==> src/rtl/cronometro_pkg.sv <==
// -----------------------------------------------------------------------------
// cronometro_pkg
// Shared definitions for the stopwatch control unit:
//   - cron_state_t : stopwatch state encoding (ZERADO/CONTANDO/PAUSADO/PARADO)
//   - K_*          : bit index of each key inside the 4-bit key/event vectors
//   - PRIO_ORDER   : fixed command priority, highest first
//   - arb_grant()  : one-hot winner among coincident key events
//   - is_running() : true in the states where the prescaler and counter run
// -----------------------------------------------------------------------------
package cronometro_pkg;

   typedef enum logic [1:0] {
      ZERADO   = 2'd0,
      CONTANDO = 2'd1,
      PAUSADO  = 2'd2,
      PARADO   = 2'd3
   } cron_state_t;

   localparam int N_KEYS  = 4;

   localparam int K_ZERO  = 3;
   localparam int K_START = 2;
   localparam int K_LAP   = 1;
   localparam int K_STOP  = 0;

   // Key indices packed two bits each, highest priority in the top pair:
   // zero > stop > lap > start.
   localparam logic [7:0] PRIO_ORDER = {2'(K_ZERO), 2'(K_STOP), 2'(K_LAP), 2'(K_START)};

   // Picks a single winner from the events of one cycle. Losers are simply
   // dropped; nothing is remembered for later cycles.
   function automatic logic [N_KEYS-1:0] arb_grant(input logic [N_KEYS-1:0] events);
      logic [N_KEYS-1:0] grant;
      logic [1:0]        idx;
      grant = '0;
      for (int p = 0; p < N_KEYS; p++) begin
         idx = PRIO_ORDER[2*(N_KEYS-1-p) +: 2];
         if ((grant == '0) && events[idx]) begin
            grant[idx] = 1'b1;
         end
      end
      return grant;
   endfunction

   function automatic logic is_running(input cron_state_t s);
      return (s == CONTANDO) || (s == PAUSADO);
   endfunction

endpackage

==> src/rtl/key_debounce.sv <==
// -----------------------------------------------------------------------------
// key_debounce
// Conditions one asynchronous push-button level into a single-cycle press
// event. A 2-FF synchronizer feeds a stable-run counter; the key must be armed
// (seen low for DEB_LEN consecutive cycles) before DEB_LEN consecutive high
// cycles produce an event, after which it disarms until released again.
//
// Ports:
//   clock     in  : system clock
//   reset     in  : synchronous active-high reset (leaves the key disarmed)
//   key       in  : raw key level, asynchronous to clock
//   key_event out : one-cycle pulse per accepted press (registered)
// -----------------------------------------------------------------------------
module key_debounce #(
   parameter int DEB_LEN = 65536
) (
   input  logic clock,
   input  logic reset,
   input  logic key,
   output logic key_event
);

   localparam int            CW       = (DEB_LEN > 1) ? $clog2(DEB_LEN) : 1;
   localparam logic [CW-1:0] CNT_LAST = CW'(DEB_LEN - 1);

   logic          sync1_reg;
   logic          sync2_reg;
   logic [CW-1:0] cnt_reg;
   logic [CW-1:0] cnt_next;
   logic          armed_reg;
   logic          armed_next;
   logic          event_reg;
   logic          event_next;

   // The level being waited for equals the arm flag: an armed key waits for
   // a high run (press), a disarmed key waits for a low run (release). The
   // opposite level restarts the run. Completing a run flips the arm flag,
   // and only a completed high run is reported as an event.
   always_comb begin
      cnt_next   = '0;
      armed_next = armed_reg;
      event_next = 1'b0;
      if (sync2_reg == armed_reg) begin
         if (cnt_reg == CNT_LAST) begin
            armed_next = ~armed_reg;
            event_next = armed_reg;
         end else begin
            cnt_next = cnt_reg + 1'b1;
         end
      end
   end

   always_ff @(posedge clock) begin
      if (reset) begin
         sync1_reg <= 1'b0;
         sync2_reg <= 1'b0;
         cnt_reg   <= '0;
         armed_reg <= 1'b0;
         event_reg <= 1'b0;
      end else begin
         sync1_reg <= key;
         sync2_reg <= sync1_reg;
         cnt_reg   <= cnt_next;
         armed_reg <= armed_next;
         event_reg <= event_next;
      end
   end

   assign key_event = event_reg;

endmodule

==> src/rtl/cronometro_ctrl.sv <==
// -----------------------------------------------------------------------------
// cronometro_ctrl
// Control unit of the 4-digit BCD stopwatch: debounces the four keys, picks
// one command per cycle, runs the stopwatch state machine, generates the
// count tick and drives the counter / snapshot datapath controls.
//
// Parameters:
//   TICK_DIV : clock cycles per count tick (>= 2)
//   DEB_LEN  : stable cycles needed to accept a key edge (>= 1)
//
// Ports:
//   clock       in  : system clock
//   reset       in  : synchronous active-high reset
//   key3..key0  in  : zero / start / lap / stop keys, asynchronous levels
//   state       out : current state (0 zeroed, 1 counting, 2 lap, 3 stopped)
//   cnt_clr     out : hold the BCD counter at 0000
//   cnt_en      out : one-cycle counter increment
//   cnt_restore out : one-cycle load of the counter from the snapshot
//   snap_load   out : one-cycle capture of the counter into the snapshot
//   disp_sel    out : display source, 0 live counter / 1 snapshot
// -----------------------------------------------------------------------------
module cronometro_ctrl
   import cronometro_pkg::*;
#(
   parameter int TICK_DIV = 500000,
   parameter int DEB_LEN  = 65536
) (
   input  logic       clock,
   input  logic       reset,
   input  logic       key3,
   input  logic       key2,
   input  logic       key1,
   input  logic       key0,
   output logic [1:0] state,
   output logic       cnt_clr,
   output logic       cnt_en,
   output logic       cnt_restore,
   output logic       snap_load,
   output logic       disp_sel
);

   localparam int            PW         = $clog2(TICK_DIV);
   localparam logic [PW-1:0] PRESC_LAST = PW'(TICK_DIV - 1);

   logic [N_KEYS-1:0] key_raw;
   logic [N_KEYS-1:0] key_event;
   logic [N_KEYS-1:0] grant;

   cron_state_t       state_reg;
   cron_state_t       state_next;
   logic              restore_pend_reg;
   logic              restore_pend_next;
   logic              snap_load_reg;
   logic              snap_load_next;
   logic              cnt_restore_reg;
   logic              cnt_restore_next;
   logic [PW-1:0]     presc_reg;
   logic [PW-1:0]     presc_next;
   logic              tick;

   // ---------------------------------------------------------------- keys
   assign key_raw[K_ZERO]  = key3;
   assign key_raw[K_START] = key2;
   assign key_raw[K_LAP]   = key1;
   assign key_raw[K_STOP]  = key0;

   generate
      for (genvar gi = 0; gi < N_KEYS; gi++) begin : g_key
         key_debounce #(
            .DEB_LEN (DEB_LEN)
         ) u_key_debounce (
            .clock     (clock),
            .reset     (reset),
            .key       (key_raw[gi]),
            .key_event (key_event[gi])
         );
      end
   endgenerate

   assign grant = arb_grant(key_event);

   // ------------------------------------------------------ state register
   always_ff @(posedge clock) begin
      if (reset) begin
         state_reg        <= ZERADO;
         restore_pend_reg <= 1'b0;
         snap_load_reg    <= 1'b0;
         cnt_restore_reg  <= 1'b0;
         presc_reg        <= '0;
      end else begin
         state_reg        <= state_next;
         restore_pend_reg <= restore_pend_next;
         snap_load_reg    <= snap_load_next;
         cnt_restore_reg  <= cnt_restore_next;
         presc_reg        <= presc_next;
      end
   end

   // ---------------------------------------------------------- next state
   // Commands that make no sense in the current state leave everything as is.
   always_comb begin
      state_next = state_reg;
      if (grant[K_ZERO]) begin
         state_next = ZERADO;
      end else if (grant[K_STOP]) begin
         if (is_running(state_reg)) begin
            state_next = PARADO;
         end
      end else if (grant[K_LAP]) begin
         case (state_reg)
            CONTANDO: state_next = PAUSADO;
            PAUSADO:  state_next = CONTANDO;
            default:  state_next = state_reg;
         endcase
      end else if (grant[K_START]) begin
         if ((state_reg == ZERADO) || (state_reg == PARADO)) begin
            state_next = CONTANDO;
         end
      end
   end

   // Transition side effects. The snapshot and restore pulses are registered
   // so they line up with the first cycle of the new state.
   always_comb begin
      restore_pend_next = restore_pend_reg;
      if ((state_next == ZERADO) || (state_next == CONTANDO)) begin
         restore_pend_next = 1'b0;
      end else if ((state_reg == PAUSADO) && (state_next == PARADO)) begin
         // Stopping from the lap view keeps the lap on display; resuming
         // must continue from that value rather than the hidden live count.
         restore_pend_next = 1'b1;
      end

      // A stop taken from the lap view keeps the existing lap snapshot.
      snap_load_next   = (state_reg == CONTANDO) &&
                         ((state_next == PAUSADO) || (state_next == PARADO));
      cnt_restore_next = (state_reg == PARADO) && (state_next == CONTANDO) &&
                         restore_pend_reg;

      // The prescaler only runs while staying inside the running states, so
      // every start or resume begins a full TICK_DIV period from zero.
      presc_next = '0;
      if (is_running(state_reg) && is_running(state_next) && !tick) begin
         presc_next = presc_reg + 1'b1;
      end
   end

   assign tick = is_running(state_reg) && (presc_reg == PRESC_LAST);

   // ------------------------------------------------------ output decode
   always_comb begin
      cnt_clr     = (state_reg == ZERADO);
      disp_sel    = (state_reg == PAUSADO) || (state_reg == PARADO);
      // The counter keeps running behind the lap display; it must not step
      // in the cycle it is being reloaded from the snapshot.
      cnt_en      = tick && !cnt_restore_reg;
      cnt_restore = cnt_restore_reg;
      snap_load   = snap_load_reg;
   end

   assign state = state_reg;

endmodule

==> config.mk <==
export PLATFORM = sky130hd
export DESIGN_NAME = cronometro_ctrl
export DESIGN_NICKNAME = d
export VERILOG_FILES = /design/src/rtl/cronometro_pkg.sv /design/src/rtl/key_debounce.sv /design/src/rtl/cronometro_ctrl.sv
export SDC_FILE = /design/constraint.sdc
export NUM_CORES = 1
export LEC_CHECK = 0
export ABC_AREA = 1
export BUFFER_PORTS_ARGS = -buffer_cell sky130_fd_sc_hd__buf_2
export CORE_MARGIN = 1.5
export CORE_UTILIZATION = 40
export DETAILED_ROUTE_END_ITERATION = 8
export PLACE_DENSITY = 0.62
export SYNTH_ARGS = -nofsm -noshare
export SYNTH_HDL_FRONTEND = slang
export SYNTH_SLANG_ARGS = --single-unit
==> constraint.sdc <==
create_clock -name clock -period 5.3 [get_ports clock]
set_input_delay 1.06 -clock clock [delete_from_list [all_inputs] [get_ports clock]]
set_output_delay 1.06 -clock clock [all_outputs]
set_load 0.005 [all_outputs]
==> flow_metrics.py, run 1 <==
metrics = {
    "route": {
        "wl_per_cell_um": 10.3,
        "drc": 0,
        "vias_per_cell": 4.65,
        "vias": 4222,
        "wl_um": 9400,
        "drtIter0Drc": 264,
        "antenna_left": 0,
        "wl_met1_um": 4470,
        "first_pass_iters": 4,
        "highest_layer": "met4",
        "wl_met2_um": 4550,
        "wl_met3_um": 303,
    },
    "clocking": {
        "cts_hold_buf": 0,
        "cts.sinks": 104,
        "worstSkewPairLatency_ns": 0.36,
        "cts-resized-gates": 0,
        "cts_tree": "built",
        "post-cts-setup-buffer-count": 0,
        "htree_levels": 3,
        "cts_buffer_depth": 2,
        "cts_root_buffer": "clkbuf_16",
        "path_clk_slew_ns": 0.07,
        "cts_made_buffers": 9,
    },
    "floorplanning": {
        "boundaryPins": 13,
        "fp.dieH_um": 116,
        "fp.dieW_um": 116,
        "core_sq_um": 12600,
        "start_util_pct": 40.7,
        "die_area_sq_um": 13500,
        "row_count": 41,
    },
    "yosys": {
        "yosys_warnings": 0,
        "synth_top_area_share_pct": 40.7,
        "synthFlopType": "dfxtp_1",
        "synth.most_common_cell": "nand2_1",
        "synth_edf_count": 0,
        "yosysSeqAreaShare_pct": 40.7,
        "synth_area_leaders": "dfxtp_1, nand2_1, nor2_1, inv_1, xor2_1",
        "synth_area_leader_cell": "dfxtp_1",
        "yosys_register_bits": 104,
        "syn_nets": 735,
        "synthTopCellsByCount": "nand2_1, nor2_1, dfxtp_1",
        "async_flop_share_pct": 0,
        "avgSynthCellArea_sq_um": 7.15,
        "syn_inst": 715,
        "synthDistinctLibCells": 37,
        "synth_area_sq_um": 5110,
    },
    "run_status": {
        "status": "completed",
    },
    "timing": {
        "drv_slew": 0,
        "fmax_ghz": 0.339,
        "skew_ns": 0.00725,
        "slew-limit-headroom_pct": 65.0,
        "finalCritPeriodShare_pct": 55.6,
        "finalSetupTns_ns": 0,
        "finalHoldViolCount": 0,
        "finalSetupViolCount": 0,
        "whs_ns": 0.407,
        "tightest_slew_ns": 0.524,
        "layout_setup_ws_ns": 2.35,
        "rsz0062_at_grt": "no",
        "layout_min_cycle_time_ns": 2.95,
    },
    "pwr": {
        "ir_worst_vdd_mv": 0.149,
        "power_leakage_nw": 2.05,
        "power.density_nw_per_um2": 269,
    },
    "global_route": {
        "grt_pass1_vias": 3755,
        "grtUsageTotal_pct": 14.9,
        "grt_pass1_wl_um": 16100,
        "antenna_found_initial": 0,
        "gr-total-overflow": 0,
        "grt_max_degree": 19,
    },
    "critical_path": {
        "critPathRequiredTime_ns": 4.24,
        "cp.arrival_ns": 1.89,
        "end_kind": "output pin",
        "crit_path_start_kind": "register",
        "crit_path_max_fanout": 7,
        "critPathKind": "reg2out",
    },
    "layout": {
        "syn2layout_area_growth_pct": 9.86,
        "drive_above_1_share_pct": 9.92,
        "fin_nets": 751,
        "largest_reg_flops": 64,
        "finalInstanceArea_sq_um": 5620,
        "n_antenna_cell": 0,
    },
    "flow_run": {
        "max_cap_violations": 0,
    },
    "hold_path": {
        "hp-class": "reg2reg",
    },
    "place": {
        "dpl.hpwl_um": 6970,
        "dpl_cell_area_sq_um": 5310,
        "post-place-ws_ns": 2.73,
        "place.gp.congestion": 0.860,
        "io_buffer_count": 12,
    },
}
per-layer routing:
metal | vias to the layer above | global-route usage (%)
li1 | 2249 | -
met1 | 1922 | 17.9
met2 | 45 | 25.2
met3 | 6 | 4.92
met4 | 0 | 4.55
met5 | - | 0
stage by stage:
stage | util, % | instances | power, mW
floorplan | - | 715 | 0.849
global placement | 42.3 | 892 | 0.851
detailed placement | 42.3 | 892 | 0.853
CTS | 44.7 | 908 | 1.54
global route | 44.7 | 908 | 1.58
finish | 44.7 | 908 | 1.51
kinds of logic (layout without fill, tap and decap cells):
logic type                 count (synthesis)  count (layout)  share of synthesized area [%]
AOI/OAI and AO/OA                         44              44                           4.67
xor gates and xnor gates                  39              39                           6.68
adders and majority gates                 14              14                           3.43
buffers and inverters                    105             126                           8.66
DFF                                      104             104                           40.7
and+or+nand+nor                          409             409                           35.8
final timing paths:
kind                                                                    from                                            to  slack, ns  depth (start not counted)
worst min register to register  g_key[1].u_key_debounce.sync1_reg$_SDFF_PP0_  g_key[1].u_key_debounce.sync2_reg$_SDFF_PP0_       0.41                          2
worst max-delay path                                     state[1]$_SDFF_PP0_                                        cnt_en       2.35                          7
worst min-delay path            g_key[1].u_key_debounce.sync1_reg$_SDFF_PP0_  g_key[1].u_key_debounce.sync2_reg$_SDFF_PP0_       0.41                          2
worst max register to register                           state[1]$_SDFF_PP0_                      presc_reg[17]$_SDFF_PP0_       2.85                         12
where the power goes:
| part | total [mW] | internal [mW] | switching [mW] |
|---|---|---|---|
| combinational | 0.0357 | 0.0119 | 0.0238 |
| sequential | 0.797 | 0.791 | 0.00644 |
| clock | 0.678 | 0.372 | 0.306 |
| total | 1.51 | 1.17 | 0.336 |
cells in the final DEF, fill, tap and decap left out, types with 2 or more instances in the layout:
cell type  count
nand2_1      169
nor2_1       122
dfxtp_1      104
inv_1         96
nand3_1       38
a21oi_1       25
xor2_1        22
xnor2_1       17
nand4_1       16
nor2_2        16
nor3_1        15
ha_1          14
o21ai_0       12
buf_2         12
clkbuf_16      9
nand2_2        6
nor2_4         5
or2_2          4
nand3_2        4
clkinv_2       3
nor3_2         3
nand3b_1       3
a21oi_2        2
nor4_1         2
and2_1         2
inv_6          2
critical path: stages (launching register included):
cell	delay, ns
dfxtp_1	0.44
inv_1	0.11
ha_1	0.39
nand2_1	0.07
nor3_1	0.13
nand3_1	0.11
nor3_1	0.13
buf_2	0.13
layout make-up:
| cell class | count | area [sq um] |
|---|---|---|
| multi-input combinational | 506 | 2590 |
| clock inverter | 7 | 77.6 |
| fill | 1269 | 6950 |
| sequential | 104 | 2080 |
| timing repair buffer | 12 | 60.1 |
| inverter | 98 | 369 |
| tap | 172 | 215 |
| clock buffer | 9 | 225 |
(Power assumes the default switching activity.)
==> run 2, diff against run 1 <==
ABC_AREA = 0   (was 1)
clock period = 2.9 ns   (was 5.3 ns; I/O delays follow)
==> run 2 against run 1 <==
  * First-iteration DRC count shrank 23%
  * Worst hold slack improved by 0.024 ns
  * Cell area fell by 9.1%
  * Via count down 18%
  * Synthesized area is 9.2% lower
  * Count of clock-buffer cells in the layout stayed put
  * Global-route usage is 0.71 points lower
  * Sequential share of layout area up 3.7 points
  * Worst setup slack worse by 2.1 ns
  * Register-to-register slack worse by 2.6 ns
==> flow_metrics.py, run 2 <==
metrics = {
    "run_status": {
        "status": "completed",
    },
    "pwr": {
        "p_sw_share_pct": 22.3,
        "clock_power_share_pct": 42.5,
        "p_switching_uw": 593,
        "internal-power_mw": 2.06,
        "sequentialPowerShare_pct": 55.1,
        "p_comb_share_pct": 2.4,
        "ir_worst_vdd_mv": 0.396,
        "power.density_nw_per_um2": 520,
        "power_leakage_nw": 1.69,
    },
    "clocking": {
        "htree_levels": 3,
        "path_clk_slew_ns": 0.07,
        "cts.sinks": 104,
        "worstSkewPairLatency_ns": 0.35,
        "cts-resized-gates": 0,
        "cts_buffer_depth": 2,
        "cts_hold_buf": 0,
        "cts_made_buffers": 9,
        "cts_root_buffer": "clkbuf_16",
        "cts_tree": "built",
        "post-cts-setup-buffer-count": 0,
    },
    "yosys": {
        "synthAdderAreaFrac_pct": 3.77,
        "synth-simple-area-share_pct": 30.5,
        "synth_edf_count": 0,
        "synthDistinctLibCells": 48,
        "synthFlopType": "dfxtp_1",
        "synth_area_leader_cell": "dfxtp_1",
        "syn_inst": 516,
        "yosys_warnings": 0,
        "synth.most_common_cell": "dfxtp_1",
        "synthMuxAreaShare_pct": 1.29,
        "synth_compound_area_share_pct": 3.07,
        "async_flop_share_pct": 0,
        "synthTopCellsByCount": "dfxtp_1, nor2_1, xnor2_1",
        "synth_area_sq_um": 4640,
        "avgSynthCellArea_sq_um": 8.99,
        "synth_top_family_by_area": "simple AND/OR/NAND/NOR gates",
        "yosysSeqAreaShare_pct": 44.9,
        "synth_area_leaders": "dfxtp_1, xnor2_1, nor2_1, xor2_1, ha_1",
        "syn_nets": 536,
        "synth_top_area_share_pct": 44.9,
        "yosys_register_bits": 104,
        "yosys.area_share.xor_xnor_pct": 13.4,
    },
    "layout": {
        "layout_common_cells": "dfxtp_1, nor2_1, xnor2_1",
        "n_fill_cell": 1083,
        "fin_nets": 548,
        "final_common_cell": "dfxtp_1",
        "largest_reg_flops": 64,
        "final_cell_count_no_fill": 676,
        "drive_above_1_share_pct": 9.57,
        "final_core_util_pct": 44.9,
        "n_antenna_cell": 0,
        "finalInstanceArea_sq_um": 5110,
        "syn2layout_area_growth_pct": 10.0,
    },
    "floorplanning": {
        "boundaryPins": 13,
        "row_count": 39,
        "start_util_pct": 40.8,
        "fp.dieW_um": 111,
        "fp.dieH_um": 111,
        "core_sq_um": 11400,
        "die_area_sq_um": 12300,
    },
    "timing": {
        "tightest_slew_ns": 0.455,
        "slew-limit-headroom_pct": 69.7,
        "fmax_ghz": 0.378,
        "finalSetupTns_ns": 0,
        "finalSetupViolCount": 0,
        "whs_ns": 0.432,
        "layout_min_cycle_time_ns": 2.65,
        "finalCritPeriodShare_pct": 91.3,
        "drv_slew": 0,
        "finalHoldViolCount": 0,
        "skew_ns": 0.0110,
        "rsz0062_at_grt": "no",
    },
    "route": {
        "vias_per_cell": 5.11,
        "wl_per_cell_um": 12.0,
        "drtIter0Drc": 204,
        "highest_layer": "met4",
        "first_pass_iters": 6,
        "antenna_left": 0,
        "drc": 0,
        "wl_met1_um": 4050,
        "vias": 3453,
        "wl_um": 8110,
        "wl_met3_um": 228,
        "wl_met2_um": 3700,
    },
    "critical_path": {
        "crit_path_start_kind": "register",
        "end_kind": "output pin",
        "critPathRequiredTime_ns": 2.32,
        "critPathKind": "reg2out",
        "rr_worst_depth": 11,
        "cp.arrival_ns": 2.07,
        "crit_path_max_fanout": 5,
    },
    "global_route": {
        "gr-total-overflow": 0,
        "grtUsageTotal_pct": 14.2,
        "antenna_found_initial": 0,
        "grt_pass1_wl_um": 14500,
        "grt_max_degree": 27,
        "grt_pass1_vias": 3262,
    },
    "hold_path": {
        "min_path_cells": 1,
        "hp-class": "reg2reg",
    },
    "place": {
        "placed_cells": 660,
        "place.gp.congestion": 0.805,
        "dpl.hpwl_um": 5760,
        "dpl_cell_area_sq_um": 4820,
        "io_buffer_count": 12,
    },
    "flow_run": {
        "max_cap_violations": 0,
    },
}
[run 2: cell count changes after synthesis, sizes merged, moves of 9 or more]
cell   before  now
nand2     176   26
inv        97   20
nor2      143   93
xnor2      17   49
nor4        2   24
a21oi      27    8
nand3      42   28
nand4      17   29
o21ai      14    4
nor2b       0    9
[run 2: layout make-up]
class | count | area, sq um | area share, %
Clock buffer | 9 | 225 | 4.41
Clock inverter | 7 | 53.8 | 1.05
Inverter | 20 | 75.1 | 1.47
Multi-Input combinational cell | 380 | 2420 | 47.5
Sequential cell | 104 | 2080 | 40.8
Tap cell | 143 | 179 | 3.50
Timing Repair Buffer | 13 | 67.6 | 1.32
[run 2: path summary, 6_finish.rpt]
check,to,start,slack (ns)
setup reg to reg,presc_reg[3]$_SDFF_PP0_,state[0]$_SDFF_PP0_,0.28
hold reg to reg,g_key[1].u_key_debounce.sync2_reg$_SDFF_PP0_,g_key[1].u_key_debounce.sync1_reg$_SDFF_PP0_,0.43
hold / removal,g_key[1].u_key_debounce.sync2_reg$_SDFF_PP0_,g_key[1].u_key_debounce.sync1_reg$_SDFF_PP0_,0.43
setup / recovery,cnt_en,state[0]$_SDFF_PP0_,0.25
[run 2: critical path: stages, from the launching register on]
cell	delay (ns)
dfxtp_1	0.41
inv_1	0.12
ha_1	0.40
nor3b_1	0.25
nand3_1	0.12
nor4_1	0.24
buf_2	0.17
[run 2: power by group through the flow]
stage	Sequential [mW]	Combinational (mW)	Clock (mW)
2_1_floorplan	1.49	0.0547	0
3_3_place_gp	1.49	0.0626	0
3_5_place_dp	1.50	0.0646	0
4_1_cts	1.46	0.0648	1.18
5_1_grt	1.47	0.0756	1.22
6_report	1.46	0.0633	1.13
[run 2: per-layer routing]
layer	up-vias	track usage [%]
li1	1804	-
met1	1610	17.7
met2	28	22.8
met3	11	3.94
met4	0	6.24
met5	-	0
[run 2: cells by family (layout without fill, tap and decap cells)]
kind of cell	count (synthesis)	count (layout)
DFF	104	104
and+or+nand+nor	267	267
adders and majority gates	14	14
muxes	6	6
buffers and inverters	32	49
xor gates and xnor gates	71	71
AOI/OAI and AO/OA	22	22
[run 2: metrics by stage]
| stage | power (mW) | worst slack, ns |
|---|---|---|
| 2_1_floorplan | 1.55 | 0.306 |
| 3_3_place_gp | 1.56 | 0.334 |
| 3_5_place_dp | 1.56 | 0.189 |
| 4_1_cts | 2.70 | 0.173 |
| 5_1_grt | 2.76 | 0.0862 |
| 6_report | 2.65 | 0.252 |
